### config.mk
export PLATFORM = sky130hd
export DESIGN_NAME = oam_dma_engine_flat
export DESIGN_NICKNAME = d
export VERILOG_FILES = /design/src/rtl/oam_dma_if.sv /design/src/rtl/oam_dma_engine.sv /design/src/flat_wrapper.sv
export SDC_FILE = /design/constraint.sdc
export NUM_CORES = 1
export LEC_CHECK = 0
export ABC_AREA = 1
export CAP_MARGIN = 20
export CELL_PAD_IN_SITES_DETAIL_PLACEMENT = 2
export CELL_PAD_IN_SITES_GLOBAL_PLACEMENT = 2
export CORE_MARGIN = 2
export CORE_UTILIZATION = 28
export DETAILED_ROUTE_END_ITERATION = 16
export PLACE_DENSITY_LB_ADDON = 0.1
export SYNTH_ARGS = -nofsm -noshare
export SYNTH_HDL_FRONTEND = slang
export SYNTH_SLANG_ARGS = --single-unit
export TNS_END_PERCENT = 5
### constraint.sdc
create_clock -name clk -period 1.99 [get_ports clk]
set_input_delay 0.398 -clock clk [delete_from_list [all_inputs] [get_ports clk]]
set_output_delay 0.398 -clock clk [all_outputs]
set_load 0.005 [all_outputs]
### src/rtl/oam_dma_if.sv
// CPU-side bus bundle for the OAM DMA engine: snooped CPU cycle in, decoder-facing bus cycle out.
// The master drives the CPU-side inputs; the engine is the slave.
interface oam_dma_if;
  logic [15:0] address_in;
  logic        rw_in;
  logic [7:0]  data_in;
  logic [15:0] address_out;
  logic        rw_out;
  logic [7:0]  data_out;
  logic        data_oe;
  logic        cpu_stall;
  logic        cpu_ram_read;
  logic        ppu_oam_write;
  logic        busy;
  logic        done;

  modport master (
    output address_in, rw_in, data_in,
    input  address_out, rw_out, data_out, data_oe, cpu_stall,
           cpu_ram_read, ppu_oam_write, busy, done
  );

  modport slave (
    input  address_in, rw_in, data_in,
    output address_out, rw_out, data_out, data_oe, cpu_stall,
           cpu_ram_read, ppu_oam_write, busy, done
  );
endinterface

### src/rtl/oam_dma_engine.sv
// Sprite DMA engine: snoops a trigger write, stalls the CPU and copies XFER_LEN bytes
// from page base to DEST_ADDR with alternating read/write cycles.
//
// state | meaning
// IDLE  | pass-through, watching for a CPU write to TRIG_ADDR
// HALT  | CPU stalled, its in-flight cycle still passes through
// ALIGN | one idle bus cycle so the first read lands on an even cycle
// READ  | read byte from base + idx into buffer
// WRITE | write buffer to DEST_ADDR, advance idx
// FIN   | stall released, done pulse, idx cleared
module oam_dma_engine #(
  parameter logic [15:0] TRIG_ADDR   = 16'h4014,
  parameter logic [15:0] DEST_ADDR   = 16'h2004,
  parameter int          XFER_LEN    = 256,
  parameter int          LEN_W       = 17,
  parameter int          ALIGN_CYCLE = 1
) (
  input  logic       clk,
  input  logic       rst_n,
  oam_dma_if.slave   bus
);

  typedef enum logic [2:0] {
    S_IDLE,
    S_HALT,
    S_ALIGN,
    S_READ,
    S_WRITE,
    S_FIN
  } state_t;

  localparam logic [LEN_W-1:0] LAST_IDX = LEN_W'(XFER_LEN - 1);

  state_t           state_q;
  state_t           state_d;
  logic [LEN_W-1:0] idx_q;
  logic             parity_q;
  logic [7:0]       page_q;
  logic [7:0]       buffer_q;
  logic [15:0]      base;
  logic [15:0]      idx16;
  logic             trig;
  logic             last;

  assign base  = {page_q, 8'h00};
  // Address arithmetic is 16-bit so long transfers wrap FFFF -> 0000.
  assign idx16 = 16'(idx_q);
  assign trig  = (state_q == S_IDLE) && !bus.rw_in && (bus.address_in == TRIG_ADDR);
  assign last  = (idx_q == LAST_IDX);

  always_ff @(posedge clk or negedge rst_n) begin
    if (!rst_n) begin
      state_q  <= S_IDLE;
      idx_q    <= '0;
      parity_q <= 1'b0;
      page_q   <= 8'h00;
      buffer_q <= 8'h00;
    end else begin
      state_q  <= state_d;
      parity_q <= ~parity_q;
      if (trig) page_q <= bus.data_in;
      if (state_q == S_READ) buffer_q <= bus.data_in;
      if (state_q == S_WRITE && !last) idx_q <= idx_q + LEN_W'(1);
      if (state_q == S_FIN) idx_q <= '0;
    end
  end

  always_comb begin
    state_d = state_q;
    case (state_q)
      S_IDLE:  if (trig) state_d = S_HALT;
      S_HALT:  state_d = ((ALIGN_CYCLE == 1) && parity_q) ? S_ALIGN : S_READ;
      S_ALIGN: state_d = S_READ;
      S_READ:  state_d = S_WRITE;
      S_WRITE: state_d = last ? S_FIN : S_READ;
      S_FIN:   state_d = S_IDLE;
      default: state_d = S_IDLE;
    endcase
  end

  always_comb begin
    bus.address_out   = bus.address_in;
    bus.rw_out        = bus.rw_in;
    bus.data_out      = 8'h00;
    bus.data_oe       = 1'b0;
    bus.cpu_stall     = 1'b0;
    bus.cpu_ram_read  = 1'b0;
    bus.ppu_oam_write = 1'b0;
    bus.busy          = 1'b0;
    bus.done          = 1'b0;
    case (state_q)
      S_HALT: begin
        bus.cpu_stall = 1'b1;
        bus.busy      = 1'b1;
      end
      S_ALIGN: begin
        bus.rw_out    = 1'b1;
        bus.cpu_stall = 1'b1;
        bus.busy      = 1'b1;
      end
      S_READ: begin
        bus.address_out  = base + idx16;
        bus.rw_out       = 1'b1;
        bus.cpu_ram_read = 1'b1;
        bus.cpu_stall    = 1'b1;
        bus.busy         = 1'b1;
      end
      S_WRITE: begin
        bus.address_out   = DEST_ADDR;
        bus.rw_out        = 1'b0;
        bus.data_out      = buffer_q;
        bus.data_oe       = 1'b1;
        bus.ppu_oam_write = 1'b1;
        bus.cpu_stall     = 1'b1;
        bus.busy          = 1'b1;
      end
      S_FIN:   bus.done = 1'b1;
      default: ;
    endcase
  end

endmodule

### src/flat_wrapper.sv
// flat-port wrapper written by rule: the top's interface ports become plain ports
module oam_dma_engine_flat 
#(
  parameter logic [15:0] TRIG_ADDR   = 16'h4014,
  parameter logic [15:0] DEST_ADDR   = 16'h2004,
  parameter int          XFER_LEN    = 256,
  parameter int          LEN_W       = 17,
  parameter int          ALIGN_CYCLE = 1
)
  (clk, rst_n, bus_address_in, bus_rw_in, bus_data_in, bus_address_out, bus_rw_out, bus_data_out, bus_data_oe, bus_cpu_stall, bus_cpu_ram_read, bus_ppu_oam_write, bus_busy, bus_done);
  oam_dma_if bus_i ();
  input  logic clk;
  input  logic rst_n;
  input wire logic [$bits(bus_i.address_in)-1:0] bus_address_in;
  input wire logic [$bits(bus_i.rw_in)-1:0] bus_rw_in;
  input wire logic [$bits(bus_i.data_in)-1:0] bus_data_in;
  output wire logic [$bits(bus_i.address_out)-1:0] bus_address_out;
  output wire logic [$bits(bus_i.rw_out)-1:0] bus_rw_out;
  output wire logic [$bits(bus_i.data_out)-1:0] bus_data_out;
  output wire logic [$bits(bus_i.data_oe)-1:0] bus_data_oe;
  output wire logic [$bits(bus_i.cpu_stall)-1:0] bus_cpu_stall;
  output wire logic [$bits(bus_i.cpu_ram_read)-1:0] bus_cpu_ram_read;
  output wire logic [$bits(bus_i.ppu_oam_write)-1:0] bus_ppu_oam_write;
  output wire logic [$bits(bus_i.busy)-1:0] bus_busy;
  output wire logic [$bits(bus_i.done)-1:0] bus_done;
  assign bus_i.address_in = bus_address_in;
  assign bus_i.rw_in = bus_rw_in;
  assign bus_i.data_in = bus_data_in;
  assign bus_address_out = bus_i.address_out;
  assign bus_rw_out = bus_i.rw_out;
  assign bus_data_out = bus_i.data_out;
  assign bus_data_oe = bus_i.data_oe;
  assign bus_cpu_stall = bus_i.cpu_stall;
  assign bus_cpu_ram_read = bus_i.cpu_ram_read;
  assign bus_ppu_oam_write = bus_i.ppu_oam_write;
  assign bus_busy = bus_i.busy;
  assign bus_done = bus_i.done;
  oam_dma_engine #(.TRIG_ADDR(TRIG_ADDR), .DEST_ADDR(DEST_ADDR), .XFER_LEN(XFER_LEN), .LEN_W(LEN_W), .ALIGN_CYCLE(ALIGN_CYCLE)) u_core (.clk(clk), .rst_n(rst_n), .bus(bus_i));
endmodule
== Yosys cells after proc, flatten, opt, wreduce, memory -nomap -nowiden ==
Cells that the tools add are included.
W data, S select, Z words.

* Output and inout port bits: 31
* Input port bits: 27
* Register bits after elaboration: 37

* Add/subtract/negate cells: 2
* Multiplexer cells: 13
* Bitwise gates (word level): 1
* Reduce and logical (&&, ||, !) cells: 9
* Eq/ne operators: 8

{| class="wikitable"
|+ Operators with widths
! operator !! count
|-
| $mux W17 || 2
|-
| $pmux W16 S2 || 1
|-
| $add A17 B1 Y17 const B || 1
|-
| $eq A17 B8 Y1 const B || 1
|-
| $add A16 B16 Y16 || 1
|-
| $eq A16 B15 Y1 const B || 1
|-
| $pmux W3 S5 || 1
|-
| $mux W8 || 1
|-
| $eq A3 B2 Y1 const B || 2
|-
| $eq A3 B3 Y1 const B || 2
|-
| $mux W3 || 2
|-
| $mux W1 || 5
|-
| $reduce_or A4 Y1 || 1
|-
| $eq A3 B1 Y1 const B || 1
|-
| $logic_and A1 B1 Y1 || 3
|-
| $logic_not A3 Y1 || 1
|-
| $logic_not A1 Y1 || 2
|-
| $ne A2 B1 Y1 const B || 1
|-
| $pmux W1 S2 || 1
|-
| $reduce_bool A2 Y1 || 1
|-
| $reduce_or A2 Y1 || 1
|-
| $not A1 Y1 || 1
|}

== Longest topological paths before layout ==
* Depth in word-level cells: 5
* Mapped depth: 10

== Worst setup path after synthesis ==
No wires, ideal clock.

* Kind: reg2out
* Start: register u_core.idx_q[8]
* End: output port bus_address_out[12]
* Required time: 1.592 ns
* Setup slack: 0.152 ns
* Path buffers: 0
* Stages on the path, launching flop included: 7
* Arrival: 1.440 ns
* Cell sequence: dfrtp_1 > ha_1 > fa_1 > nand3_1 > nand2_1 > xnor2_1 > o22ai_1

* Longest elaborated chain between the ends: 2

{| class="wikitable"
|+ Ends and longest elaborated chain
! what !! RTL line !! source
|-
| from (decl) || oam_dma_engine.sv:36 || <nowiki>logic [LEN_W-1:0] idx_q;</nowiki>
|-
| from (signal assigned) || oam_dma_engine.sv:63 || <nowiki>if (state_q == S_WRITE && !last) idx_q <= idx_q + LEN_W'(1);</nowiki>
|-
| $add A16 B16 Y16 || oam_dma_engine.sv:102 || <nowiki>bus.address_out = base + idx16;</nowiki>
|-
| $pmux W16 S2 || oam_dma_engine.sv:91 || <nowiki>case (state_q)</nowiki>
|-
| to (decl) || flat_wrapper.sv:17 || <nowiki>output wire logic [$bits(bus_i.address_out)-1:0] bus_address_out;</nowiki>
|}

Every way passes these cells.

== Worst setup path after layout ==
* Start: register u_core.page_q[1]
* End: output port bus_address_out[10]

* Longest elaborated chain between the ends: 2

{| class="wikitable"
|+ Ends and longest elaborated chain
! what !! RTL line !! source
|-
| from (decl) || oam_dma_engine.sv:38 || <nowiki>logic [7:0] page_q;</nowiki>
|-
| from (signal assigned) || oam_dma_engine.sv:61 || <nowiki>if (trig) page_q <= bus.data_in;</nowiki>
|-
| $add A16 B16 Y16 || oam_dma_engine.sv:102 ||
|-
| $pmux W16 S2 || oam_dma_engine.sv:91 ||
|}

Every way passes these cells.

==> qor.yml <==
run_status:
  status: "finished with violations"
  violations: "negative setup slack"
floorplanning:
  dieWidth_microns: 102
  start_util: 0.289
  fp.dieH_microns: 102
  io_pins: 58
  core-area_sq_mm: 0.00928
  dieArea_sq_mm: 0.0104
  rows: 35
layout:
  n_antenna_cell: 0
  instances_no_fill: 634
  layout_commonest_cell: "nand2_1"
  final_layout_size_suffix_gt1_frac: 0.301
  area_growth_pct: 55.0
  fillerInstances: 1076
  fin_area_sq_mm: 0.00416
  nets: 540
  fin_util: 0.448
  most-common-layout-cells: "92 x nand2_1, 52 x inv_1, 52 x buf_4"
place:
  dp_cells: 621
  io_buffers: 57
  place_hpwl_microns: 8800
  post_dp_cell_area_sq_mm: 0.00384
  place_congestion: 0.788
global_routing:
  grt_pass1_vias: 3532
  antenna_found_initial: 0
  grt_pass1_wl_microns: 19000
  grt_usage: 0.241
  grt.overflow.total: 0
  grt_start_max_net_pins: 18
power:
  internal-power_mw: 1.08
  clock_power_share: 0.387
  p_comb_frac: 0.094
  p_per_area_mw_per_mm2: 354
  power_frac_seq: 0.518
  switching_power_uw: 396
  switching_share: 0.269
  peakVddDrop_uv: 193
  p_leak_nw: 2.10
synthesis:
  synth_area_per_cell_sq_um: 6.93
  synth_xor_area_frac: 0.0326
  yosysWarnings: 0
  synth-seq-cells: 37
  synthAdderAreaFrac: 0.0448
  synth_compound_area_frac: 0.121
  synth-seq-area-share: 0.345
  syn-cell-area_sq_mm: 0.00268
  syn_nets: 423
  synth_cell_types: 31
  synth.area.mux_share: 0
  syn_inst: 387
  synth_top_family_by_area: "simple AND/OR/NAND/NOR gates"
  yosys.area_share.simple: 0.347
setup_path:
  r2r-start: "u_core.state_q[0]"
  critPathCapture: "bus_address_out[10]"
  start_kind: "register"
  rrSetupSlack_ns: 0.26
  critPathKind: "register to output port"
  cp-end-kind: "output port"
  worstRegToRegCells: 9
  startpoint: "u_core.page_q[1]"
  required_ns: 1.59
  crit_fanout: 2
  reg2reg_to: "u_core.idx_q[8]"
  cp.arrival_ns: 1.96
timing:
  fin_skew_ns: 0.00832
  period_minus_slack_ns: 2.36
  timing.final.crit_share: 1.18
  final_hold_viol_count: 0
  finalSetupTns_ns: -2.68
  timing.hold.ws_ns: 0.0103
  rsz0062_at_grt: "true"
  worst_pin_slew_ns: 0.403
  report.final.slew_viol_count: 0
  relSlewSlack: 0.730
  fmaxAchievable_mhz: 425
  setup-violations-final: 11
  layout_setup_ws_ns: -0.365
run:
  maxCapViolCount: 0
cts:
  path_clk_slew_ns: 0.09
  clock_sinks: 37
  cts_hold_buf: 0
  cts-root-buf: "clkbuf_8"
  cts_buffers: 5
  cts_tree: "yes"
  clk_latency_ns: 0.30
  clock_path_buffers: 2
  h-tree-depth: 2
drt:
  drt-vias-per-instance: 4.82
  antenna_left: 0
  routed_wl_microns: 11800
  vias: 3059
  drt_iter0_drc: 69
  drc: 0
  drt_first_pass_iters: 4
  wl_per_cell_microns: 18.7
hold_path:
  hp-class: "input pin to asynchronous set/reset pin"
==> per-stage QoR <==
| stage | worst slack [ns] | power, mW |
|---|---|---|
| floorplan | 0.152 | 0.803 |
| global placement | -0.391 | 0.910 |
| detailed placement | -0.420 | 0.916 |
| CTS | -0.383 | 1.48 |
| global route | -0.432 | 1.54 |
| finish | -0.365 | 1.47 |
==> area by class of cell <==
cell class	count	area (sq um)	share of cell area
multi-input combinational	280	1680	0.403
timing repair buffer	122	1080	0.261
sequential	37	928	0.223
inverter	58	223	0.0535
tap	129	161	0.0388
clock buffer	5	68.8	0.0165
clock inverter	3	17.5	0.00421
==> power groups by stage <==
stage,Combinational (mW),Clock [mW],Sequential [mW]
global placement,0.132,0,0.779
detailed placement,0.137,0,0.779
finish,0.139,0.571,0.764
CTS,0.138,0.582,0.764
global route,0.151,0.622,0.765
floorplan,0.0251,0,0.778
==> repair_timing <==
action                     4_1_cts  5_1_grt
pin swaps                       19        9
setup endpoints to repair       31       31
cloned                           0        0
gates resized for setup         99       20
buffers inserted                 5        0
==> worst min path at each step <==
| stage | to | slack (ns) | depth (start not counted) |
|---|---|---|---|
| 3_5_place_dp | u_core.idx_q[2] | 0.35 | 1 |
| 2_1_floorplan | u_core.buffer_q[0] | 0.10 | 0 |
| 3_3_place_gp | u_core.idx_q[0] | 0.34 | 1 |
| 4_1_cts | u_core.idx_q[2] | 0.03 | 1 |
| 5_1_grt | u_core.idx_q[2] | 0.02 | 1 |
| 6_report | u_core.buffer_q[0] | 0.01 | 1 |
==> layer usage <==
layer,global-route usage,wire [microns]
met1,0.291,5190
met2,0.466,6370
met3,0.0260,198
met4,0.0369,74
met5,0,0
==> worst max-delay path, cell delays in order (launching register included) <==
cell and delay (ns):
dfrtp_1 0.42, buf_4 0.16, fa_2 0.41, buf_6 0.14, buf_6 0.11, nor2_1 0.17
o32ai_2 0.12, buf_2 0.13
==> state kept, by name, indices dropped and copies added, names as in the netlist <==
register / count
u_core.buffer_q: 8
u_core.parity_q: 1
u_core.idx_q: 17
u_core.state_q: 3
u_core.page_q: 8
==> cells by family after synthesis <==
| kind of cell | Yosys count |
|---|---|
| buffers and inverters | 70 |
| and+or+nand+nor | 211 |
| AOI/OAI and AO/OA | 50 |
| adders and majority gates | 9 |
| DFF | 37 |
| xor gates and xnor gates | 10 |
==> synth_stat cells, drive strengths merged <==
| cell | instances | area [sq um] |
|---|---|---|
| or2 | 1 | 6.26 |
| ha | 8 | 100 |
| o21ai | 33 | 218 |
| clkbuf | 3 | 11.3 |
| dfrtp | 37 | 926 |
| nor2 | 52 | 205 |
| xnor2 | 4 | 35.0 |
| nand3 | 35 | 195 |
| inv | 57 | 214 |
| clkinv | 1 | 3.75 |
| o22ai | 7 | 43.8 |
| xor2 | 6 | 52.6 |
| nand2 | 104 | 410 |
| o22a | 1 | 8.76 |
| fa | 1 | 20.0 |
| nand3b | 1 | 7.51 |
| nor3 | 4 | 20.0 |
| a22o | 1 | 8.76 |
| nand4 | 14 | 87.6 |
| buf | 9 | 63.8 |
| a21oi | 6 | 30.0 |
| o32ai | 1 | 8.76 |
| o21a | 1 | 7.51 |
(Power assumes the default switching activity.)
